[config.mk]
export PLATFORM = sky130hd
export DESIGN_NAME = adder_seq_nb
export DESIGN_NICKNAME = d
export VERILOG_FILES = /design/src/rtl/adder_seq_pkg.sv /design/src/rtl/chunk_adder.sv /design/src/rtl/full_adder.sv /design/src/rtl/adder_seq_nb.sv
export SDC_FILE = /design/constraint.sdc
export NUM_CORES = 1
export LEC_CHECK = 0
export BUFFER_PORTS_ARGS = -buffer_cell sky130_fd_sc_hd__buf_2
export CORE_MARGIN = 5
export CORE_UTILIZATION = 40
export DETAILED_ROUTE_END_ITERATION = 16
export GPL_ROUTABILITY_DRIVEN = 0
export GPL_TIMING_DRIVEN = 0
export RECOVER_POWER = 50
export SLEW_MARGIN = 20
export SYNTH_ARGS = -nofsm -noshare
export SYNTH_HDL_FRONTEND = slang
export SYNTH_SLANG_ARGS = --single-unit
export TNS_END_PERCENT = 10
[constraint.sdc]
create_clock -name clk -period 13.8 [get_ports clk]
set_input_delay 1.38 -clock clk [delete_from_list [all_inputs] [get_ports clk]]
set_output_delay 1.38 -clock clk [all_outputs]
set_load 0.05 [all_outputs]
[src/rtl/adder_seq_pkg.sv]
// Shared definitions for the multi-cycle chunked adder/subtractor:
// the FSM state encoding and a constant-function log2 for sizing the chunk counter.
package adder_seq_pkg;

    typedef enum logic [1:0] {
        ST_IDLE = 2'd0,
        ST_RUN  = 2'd1,
        ST_DONE = 2'd2
    } state_t;

    // Ceiling log2; returns 0 for values <= 1, so callers clamp to a minimum width.
    function automatic int clog2(input int value);
        int r;
        r = 0;
        while ((1 << r) < value) begin
            r = r + 1;
        end
        return r;
    endfunction

endpackage

[src/rtl/chunk_adder.sv]
// Combinational CHUNK-bit ripple adder; also exposes the carry into its top bit
// so the caller can form signed overflow on the most-significant chunk.
module chunk_adder #(
    parameter int CHUNK = 8
) (
    input  logic [CHUNK-1:0] a,
    input  logic [CHUNK-1:0] b,
    input  logic             ci,
    output logic [CHUNK-1:0] s,
    output logic             co,
    output logic             c_msb
);

    logic [CHUNK:0] c;

    assign c[0] = ci;

    for (genvar i = 0; i < CHUNK; i++) begin : g_fa
        full_adder u_fa (
            .a  (a[i]),
            .b  (b[i]),
            .ci (c[i]),
            .s  (s[i]),
            .co (c[i+1])
        );
    end

    assign co    = c[CHUNK];
    assign c_msb = c[CHUNK-1];

endmodule

[src/rtl/full_adder.sv]
// Single-bit full adder cell used to build the chunk ripple.
module full_adder (
    input  logic a,
    input  logic b,
    input  logic ci,
    output logic s,
    output logic co
);

    assign s  = a ^ b ^ ci;
    assign co = (a & b) | (ci & (a ^ b));

endmodule

[src/rtl/adder_seq_nb.sv]
// Multi-cycle WIDTH-bit adder/subtractor working CHUNK bits per clock, LSB chunk first,
// with start/busy/done handshake. Define ADDER_SEQ_SAT_EN to saturate s on signed overflow.
module adder_seq_nb
    import adder_seq_pkg::*;
#(
    parameter int WIDTH = 32,
    parameter int CHUNK = 8
) (
    input  logic             clk,
    input  logic             rst_n,
    input  logic             start,
    input  logic             sub,
    input  logic [WIDTH-1:0] a,
    input  logic [WIDTH-1:0] b,
    input  logic             ci,
    output logic             busy,
    output logic             done,
    output logic [WIDTH-1:0] s,
    output logic             co,
    output logic             ovf,
    output logic [1:0]       dbg_state
);

    localparam int NCHUNK = WIDTH / CHUNK;
    localparam int CW     = (clog2(NCHUNK) < 1) ? 1 : clog2(NCHUNK);
    localparam logic [CW-1:0] LAST = CW'(NCHUNK - 1);

    if ((WIDTH % CHUNK) != 0 || NCHUNK < 1) begin : g_bad_params
        $error("adder_seq_nb: WIDTH must be a non-zero multiple of CHUNK");
    end

    state_t           state_q, state_d;
    logic [CW-1:0]    cnt_q;
    logic [WIDTH-1:0] a_q, b_q, res_q, res_next, s_next;
    logic             carry_q;
    logic [CHUNK-1:0] chunk_a, chunk_b, chunk_s;
    logic             chunk_co, chunk_c_msb;
    logic             accept, last, ovf_next;

    // Only IDLE and DONE sample start; a start during RUN is dropped.
    assign accept    = start && (state_q != ST_RUN);
    assign last      = (state_q == ST_RUN) && (cnt_q == LAST);
    assign busy      = (state_q == ST_RUN);
    assign done      = (state_q == ST_DONE);
    assign dbg_state = state_q;

    always_ff @(posedge clk or negedge rst_n) begin
        if (!rst_n) begin
            state_q <= ST_IDLE;
        end else begin
            state_q <= state_d;
        end
    end

    always_comb begin
        state_d = state_q;
        case (state_q)
            ST_IDLE: if (start) state_d = ST_RUN;
            ST_RUN:  if (cnt_q == LAST) state_d = ST_DONE;
            ST_DONE: state_d = start ? ST_RUN : ST_IDLE;
            default: state_d = ST_IDLE;
        endcase
    end

    always_comb begin
        chunk_a  = a_q[int'(cnt_q)*CHUNK +: CHUNK];
        chunk_b  = b_q[int'(cnt_q)*CHUNK +: CHUNK];
        res_next = res_q;
        res_next[int'(cnt_q)*CHUNK +: CHUNK] = chunk_s;
        // Only meaningful in the last chunk, where these carries belong to bit WIDTH-1.
        ovf_next = chunk_co ^ chunk_c_msb;
`ifdef ADDER_SEQ_SAT_EN
        s_next = ovf_next ? {a_q[WIDTH-1], {(WIDTH-1){~a_q[WIDTH-1]}}} : res_next;
`else
        s_next = res_next;
`endif
    end

    chunk_adder #(.CHUNK(CHUNK)) u_chunk (
        .a     (chunk_a),
        .b     (chunk_b),
        .ci    (carry_q),
        .s     (chunk_s),
        .co    (chunk_co),
        .c_msb (chunk_c_msb)
    );

    always_ff @(posedge clk or negedge rst_n) begin
        if (!rst_n) begin
            a_q     <= '0;
            b_q     <= '0;
            res_q   <= '0;
            carry_q <= 1'b0;
            cnt_q   <= '0;
            s       <= '0;
            co      <= 1'b0;
            ovf     <= 1'b0;
        end else if (accept) begin
            a_q     <= a;
            b_q     <= b ^ {WIDTH{sub}};
            carry_q <= sub | ci;
            cnt_q   <= '0;
        end else if (state_q == ST_RUN) begin
            res_q   <= res_next;
            carry_q <= chunk_co;
            cnt_q   <= last ? '0 : cnt_q + 1'b1;
            if (last) begin
                s   <= s_next;
                co  <= chunk_co;
                ovf <= ovf_next;
            end
        end
    end

endmodule

# == Word-level counts from Yosys, hierarchy flattened ==
# Cells that the tools add are included.
# classes
eq_ne,6
div,0
n_bitwise,44
n_lt_le_gt_ge,0
mul,0
muxes,10
add_sub_neg,2
reduce_logical,7
shifts,4
# ops
operator,count
32-bit by 6-bit indexed part select with 8-bit output,2
5-bit negator with 33-bit output,1
"8-bit by 33-bit variable shift with 32-bit output, first input constant",1
8-bit by 33-bit indexed part select with 32-bit output,1
32-bit bitwise mux,1
32-bit XOR,1
1-bit XOR,17
1-bit AND,16
2-bit 2-to-1 mux,5
1-bit bitwise OR,9
2-bit case mux with 3 select lines,1
"2-bit == test, second input constant",2
"2-bit by 1-bit inequality test with 1-bit output, second input constant",2
2-bit AND reduction,2
1-bit 2-to-1 mux,3
3-bit AND reduction,1
"2-bit by 1-bit adder with 2-bit output, second input constant",1
"2-bit by 1-bit == test with 1-bit output, second input constant",1
1-bit logical AND,2
2-bit zero test,1
"2-bit inequality test, second input constant",1
2-bit nonzero test,1
1-bit inverter,1
# word_totals
out_inout_bits,38
memories,0
elab_cells,82
in_bits,69
latch_bits,0
romBits,0
reg_bits,135
ramBits,0

# == Depth between registers and ports, before layout ==
# Gate-level depths: netlist (run 1).
# logic_depth
depth_word,20
ltp_mapped,17
mapped_depth_nobuf,15

# == By module ==
# From an unflattened synthesis (run 1), not the netlist that was laid out.
# unflattened
hier_cells,533
hier_area_um2,6431.2
# by_module_without_submodules
mod,area_each_um2,seq_area_each_um2,cells_each,instances
adder_seq_nb,6271.0,3378.2,525,1
full_adder,20.0,0.0,1,8

# == Worst setup path before layout (run 1) ==
# No wires, ideal clock.
# synth_path
path_kind,register -> register
startpoint,register cnt_q[0]
endpoint,register s[23]
path_stages_with_launch,18
required_time_ps,13678
setup_time_ps,122
path_buffers,2
synth_period_minus_slack_ps,4439
t_arrival_ps,4317
setup_slack_ps,9361
cell_sequence,dfrtp_1 buf_6 buf_6 mux4_2 inv_1 fa_1 fa_1 fa_1 fa_1 fa_1 inv_1 fa_1 inv_1 fa_1 inv_1 fa_1 a21oi_1 a21oi_1
# synth_via
elab_chain_len,19
word_cells_on_any_way,46
classes_between,add/sub (1); eq/ne (1); shift (4); mux (1); bitwise (37); reduce/logical (2)
# synth_lines
element,line_no,text
start: declaration,adder_seq_nb.sv:33,logic [CW-1:0] cnt_q;
start signal: assignment,adder_seq_nb.sv:106,cnt_q <= last ? '0 : cnt_q + 1'b1;
"32-bit by 6-bit indexed part select with 8-bit output, on equally long branches","adder_seq_nb.sv:66, adder_seq_nb.sv:67",
1-bit XOR,"full_adder.sv:10, full_adder.sv:11",
1-bit AND,full_adder.sv:11,assign co = (a & b) | (ci & (a ^ b));
1-bit bitwise OR,full_adder.sv:11,
1-bit AND,full_adder.sv:11,
1-bit bitwise OR,full_adder.sv:11,
1-bit AND,full_adder.sv:11,
1-bit bitwise OR,full_adder.sv:11,
[... 3 more ...],--,
1-bit bitwise OR,full_adder.sv:11,
1-bit AND,full_adder.sv:11,
1-bit bitwise OR,full_adder.sv:11,
1-bit AND,full_adder.sv:11,
1-bit bitwise OR,full_adder.sv:11,
1-bit XOR,full_adder.sv:10,assign s = a ^ b ^ ci;
8-bit by 33-bit indexed part select with 32-bit output,adder_seq_nb.sv:69,res_next[int'(cnt_q)*CHUNK +: CHUNK] = chunk_s;
32-bit bitwise mux,adder_seq_nb.sv:69,
end signal: assignment,adder_seq_nb.sv:108,s <= s_next;
end: declaration,adder_seq_nb.sv:18,"output logic [WIDTH-1:0] s,"
# Several ways; a longest one is shown, not always the timed one.
# A chain may end at the register's enable or synchronous reset.

==> run metrics, run 1 <==
pin count of the biggest net entering global routing 91; WHS Endpoint ovf; ANT cells 0; Critical Path Start rst_n; most common cell after layout, fill and taps aside dfrtp_1; DR vias/cell around 5.1; CP max stage delay between 3000 and 4000 ps; I/O pin total about 110; TritonCTS Buffers 17; setup_tns 0 ps; post-synthesis cell type count 39; vias 4549; minimum clock period between 7000 and 8000 ps; Final Cycle Share 0.519; post-CTS setup buffers 0; Post-DRT Antenna Nets 0; Worst Clk Skew 6.39 ps; CP startpoint kind primary input; worst r2r src cnt_q[1]; Mapped Avg Cell Area 12.3 sq um; Max clock buf depth 2; CTS tree yes; critical-path cell list clkbuf_1 -> clkbuf_1; placed insts 860; most frequent cells in the layout dfrtp_1 (135), buf_2 (115), o21ai_0 (64); post-CTS sizing 0; DRC Markers 0; Root Driver clkbuf_16; Final Instance Area around 7900 sq um; mapped cell area around 6600 sq um; final net count between 700 and 800; Die X ~140 um; Slew Limit Fails between 100 and 150; Placed Area about 7400 sq um; GRT overflow 0; syn_nets just over 600; area of the core around 16000 sq um; Setup violations, final 0; Row Count 47; WS Path Type primary input to async pin; Die ar. ~19000 sq um; fin cells roughly 890; first-iteration detailed-routing DRC count around 310; Seq/Total Area, Yosys 0.513; WL/cell around 18 um; Crit. End Element async pin; hold buffers post-CTS 0; r2r setup slk roughly 9000 ps; CP dominant cell by count clkbuf_1; Slew headroom -2.18; crit path DAT around 6600 ps; Worst Hold Launch ovf; post-DP HPWL ~12 mm; Worst Setup Slack, final approximately 6600 ps; GRT Util Overall 0.176; worst min-delay path class flop to flop; FF-to-FF End s[23]; unrepaired setup endpoints after global routing no; Pre-antenna DRT Iters 5; clock latency on the worst-skew pair 420 ps; Critical Path RT 13200 ps; area delta synth->final 20.4%; #FFs+latches synth roughly 140; CTS clk-pin slew, worst paths about 60 ps; DP Worst Slack between 8000 and 9000 ps; Hold Path Cell Cnt 1; f_max between 100 and 150 MHz; port buffer count 105; failing checks max-capacitance violations, max-slew violations; antenna violations before repair 0; max cap viols 2; H-Tree Depth 4; Yosys warning total 0; Routed WL approximately 16 mm; Least-Margin Pin Slew ~4800 ps; Initial Utilization 0.403; Bufs and invs on worst path 2; critical path depth 2; status complete, but fails checks; crit-path max FO 90; clock sink count 135; R2R depth 17; share of layout cells above drive strength 1 0.327; Top delay family on crit path buffers and inverters; first-pass GRT wire length between 20 and 30 mm; final hold violation count 0; Slowest cell on crit path clkbuf_1; Syn Inst Count ~530; Die Ht around 140 um; vias in the first global route roughly 4900
==> per-stage QoR <==
step | util | hold WS [ps]
after floorplan | - | 449
after global placement | 0.452 | 464
after detailed placement | 0.454 | 467
after CTS | 0.489 | 484
after global routing | 0.485 | 500
final | 0.485 | 484
==> how the worst max path moves through the flow <==
stage | to | slack (ps)
floorplan | s[23] | 9360
global placement | s[23] | 8810
detailed placement | s[31] | 8750
CTS | s[23] | 8730
global route | b_q[9] | 5080
finish | b_q[21] | 6640
==> kinds of logic (layout without fill, tap and decap cells) <==
group	Yosys count	count (layout)	share of synthesized area
AO/OA/AOI/OAI	148	148	0.141
flip-flops	135	135	0.513
AND/OR/NAND/NOR	92	92	0.0870
buffers and inverters	62	200	0.0499
multiplexers	50	50	0.130
XOR/XNOR	33	33	0.0439
adder cells (fa/ha/maj)	14	14	0.0357
==> cell type report <==
class                      instances  area (sq um)
fill                            1537          8420
sequential                       135          3380
multi-input combinational        337          2870
timing repair buffer             106           527
clock buffer                      19           453
tap                              220           275
buffer                            34           215
inverter                          28           110
clock inverter                    13           106
==> routing by layer <==
metal | vias to the layer above | track usage | wire length [um]
met3 | 15 | 0.0466 | 917
met1 | 2264 | 0.235 | 7140
met2 | 127 | 0.281 | 8010
met5 | - | 0 | 0
li1 | 2143 | - | -
met4 | 0 | 0.0541 | 188
==> state kept, by name (all words and copies together), names as in the netlist <==
name       flops
b_q           32
co             1
cnt_q          2
s             32
carry_q        1
dbg_state      2
res_q         32
ovf            1
a_q           32
==> cell usage after synthesis, drive strengths merged <==
| cell type | number | area [sq um] |
|---|---|---|
| and3b | 1 | 8.76 |
| nand2 | 8 | 42.5 |
| xnor2 | 33 | 289 |
| nor2b | 10 | 62.6 |
| inv | 28 | 110 |
| nand4 | 1 | 12.5 |
| a21oi | 17 | 85.1 |
| o22ai | 1 | 6.26 |
| clkbuf | 10 | 38.8 |
| nand2b | 37 | 239 |
| mux4 | 16 | 360 |
| dfrtp | 135 | 3380 |
| fa | 8 | 160 |
| nand3b | 1 | 7.51 |
| nand4b | 2 | 30.0 |
| o2bb2ai | 32 | 280 |
| ha | 6 | 75.1 |
| nand3 | 1 | 5.00 |
| o31ai | 2 | 15.0 |
| a31oi | 18 | 113 |
| o221ai | 6 | 52.6 |
| o21a | 7 | 52.6 |
| and4bb | 3 | 37.5 |
| nor2 | 27 | 118 |
| mux2 | 34 | 495 |
| buf | 24 | 180 |
| and4b | 1 | 10.0 |
| o21ai | 65 | 325 |
Power of run 1 is left out: the tool's default activity adds up to more than one toggle a clock period on the data nets, which glitch-free logic cannot reach.
==> inputs of run 2 (changes only) <==
==> constraint.sdc (replaced) <==
create_clock -name clk -period 6.8 [get_ports clk]
set_input_delay 0.68 -clock clk [delete_from_list [all_inputs] [get_ports clk]]
set_output_delay 0.68 -clock clk [all_outputs]
set_load 0.05 [all_outputs]
==> run metrics, run 2 (synthesis gave the netlist of run 1 again) <==
critical-path cell list buf_2 -> buf_2 -> mux4_2 -> inv_1 -> fa_1 -> fa_1 -> fa_1 -> fa_1 -> fa_1 -> inv_1 -> fa_1 -> inv_1 -> fa_1 -> inv_1 -> fa_1 -> a21oi_1 -> a21oi_1 (was clkbuf_1 -> clkbuf_1); most frequent cells in the layout dfrtp_1 (135), buf_2 (114), o21ai_0 (65) (was dfrtp_1 (135), buf_2 (115), o21ai_0 (64)); CTS clk-pin slew, worst paths 60 ps (about the same); vias 4565 (was 4549); TritonCTS Buffers 17 (unchanged); clock sink count 135 (unchanged); share of layout cells above drive strength 1 0.326 (was 0.327); met3 Resource Use GR 0.0466 (unchanged); Final Cycle Share 0.743; CP dominant cell by count fa_1 (was clkbuf_1); fin cells 892 (unchanged); Die ar. 19100 sq um (unchanged); post-CTS setup buffers 0 (unchanged); GRT Util Overall 0.176 (unchanged); post-DP HPWL 11.9 mm (unchanged); Setup violations, final 0 (unchanged); clock latency on the worst-skew pair 430 ps (was 420 ps); CTS tree yes (unchanged); hold buffers post-CTS 0 (unchanged); Hold Path Cell Cnt 2 (was 1); FF-to-FF End s[23] (unchanged); WHS Endpoint a_q[24] (was ovf); Post-DRT Antenna Nets 0 (unchanged); Pre-antenna DRT Iters 5 (unchanged); Max clock buf depth 2 (unchanged); WL/cell 18.2 um (about the same); first-pass GRT wire length 26.5 mm (unchanged); minimum clock period a little over 5000 ps; I/O pin total 107 (unchanged); Worst Hold Launch a[24] (was ovf); crit path DAT 5360 ps (was 6560 ps); Routed WL 16.3 mm (about the same); status complete, but fails checks (unchanged); worst min-delay path class primary input to flop (was flop to flop); H-Tree Depth 4 (unchanged); area delta synth->final 20.2% (was 20.4%); DR vias/cell 5.12 (was 5.10); Initial Utilization 0.403 (unchanged); Slew Limit Fails 138 (unchanged); f_max slightly below 200 MHz; Least-Margin Pin Slew 2310 ps (was 4760 ps); Crit. End Element flop (was async pin); gr busiest metal met2 (unchanged); Worst Clk Skew 8.93 ps (was 6.39 ps); max cap viols 2 (unchanged); placed insts 860 (unchanged); failing checks max-capacitance violations, max-slew violations (unchanged); Die Ht 138 um (unchanged); setup_tns 0 ps (unchanged); M1 GR Usage 0.235 (unchanged); Die X 138 um (unchanged); GRT overflow 0 (unchanged); r2r setup slk 1750 ps (was 8740 ps); worst r2r src cnt_q[1] (unchanged); Critical Path RT 7110 ps (was 13200 ps); vias in the first global route 4889 (unchanged); Root Driver clkbuf_16 (unchanged); port buffer count 105 (unchanged); first-iteration detailed-routing DRC count 302 (was 314); area of the core 16300 sq um (unchanged); DRC Markers 0 (unchanged); Slowest cell on crit path fa_1 (was clkbuf_1); antenna violations before repair 0 (unchanged); Row Count 47 (unchanged); most common cell after layout, fill and taps aside dfrtp_1 (unchanged); pin count of the biggest net entering global routing 91 (unchanged); crit-path max FO 10 (was 90); WS Path Type flop to flop (was primary input to async pin); R2R depth 17 (unchanged); Slew headroom -0.542 (was -2.18); ANT cells 0 (unchanged); CP max stage delay 540 ps (was 3430 ps); Fill cells 1540 (was 1537); final hold violation count 0 (unchanged); unrepaired setup endpoints after global routing no (unchanged); post-CTS sizing 0 (unchanged); met2 Use GR 0.281 (unchanged); CP startpoint kind flop (was primary input); final net count 742 (unchanged)
[run 2: cell count changes in the layout (fill, tap and decap cells not counted), sizes merged]
cell      delta
buf          -1
clkbuf       +1
clkinvlp     +1
inv          -1
[run 2: worst max-delay path: cells and delay by family, from the launching register on]
| family | cells | cell delay, ps |
|---|---|---|
| adders and majority gates | 8 | 3050 |
| buffers and inverters | 6 | 900 |
| muxes | 1 | 260 |
| DFF | 1 | 390 |
| AOI/OAI and AO/OA | 2 | 330 |
[run 2: worst max path at each step]
stage                     depth (start not counted)  startpoint    end  slack, ps
after CTS                                        17    cnt_q[1]  s[23]       1730
final                                            17    cnt_q[1]  s[23]       1750
after global placement                           17    cnt_q[1]  s[23]       1810
after floorplan                                  17    cnt_q[0]  s[23]       2360
after detailed placement                         17    cnt_q[1]  s[31]       1750
after global routing                             17    cnt_q[1]  s[31]       1520
[run 2: cell type report]
class                   instances  area, sq um  share of cell area
flip-flops and latches        135         3380               0.427
multi-input cells             337         2860               0.361
repair buffers                106          528              0.0667
clock buffers                  19          453              0.0572
well taps                     220          275              0.0348
plain buffers                  34          214              0.0270
clock inverters                13          106              0.0134
inverters                      28          106              0.0134
[run 2: per-layer routing]
metal	up-vias	part of all wire
li1	2138	-
met4	0	0.014
met2	126	0.49
met1	2281	0.44
met5	-	0
met3	20	0.053
[run 2: per-stage QoR]
| step | setup WS, ps | utilization | instance area, sq um | hold WS, ps |
|---|---|---|---|---|
| 5_1_grt | 1520 | 0.484 | 7920 | 468 |
| 2_1_floorplan | 2360 | - | 6590 | 384 |
| 4_1_cts | 1730 | 0.489 | 7990 | 140 |
| 3_5_place_dp | 1750 | 0.454 | 7430 | 467 |
| 3_3_place_gp | 1810 | 0.452 | 7390 | 464 |
| 6_report | 1750 | 0.484 | 7920 | 477 |
Power of run 2 is left out for the same reason.
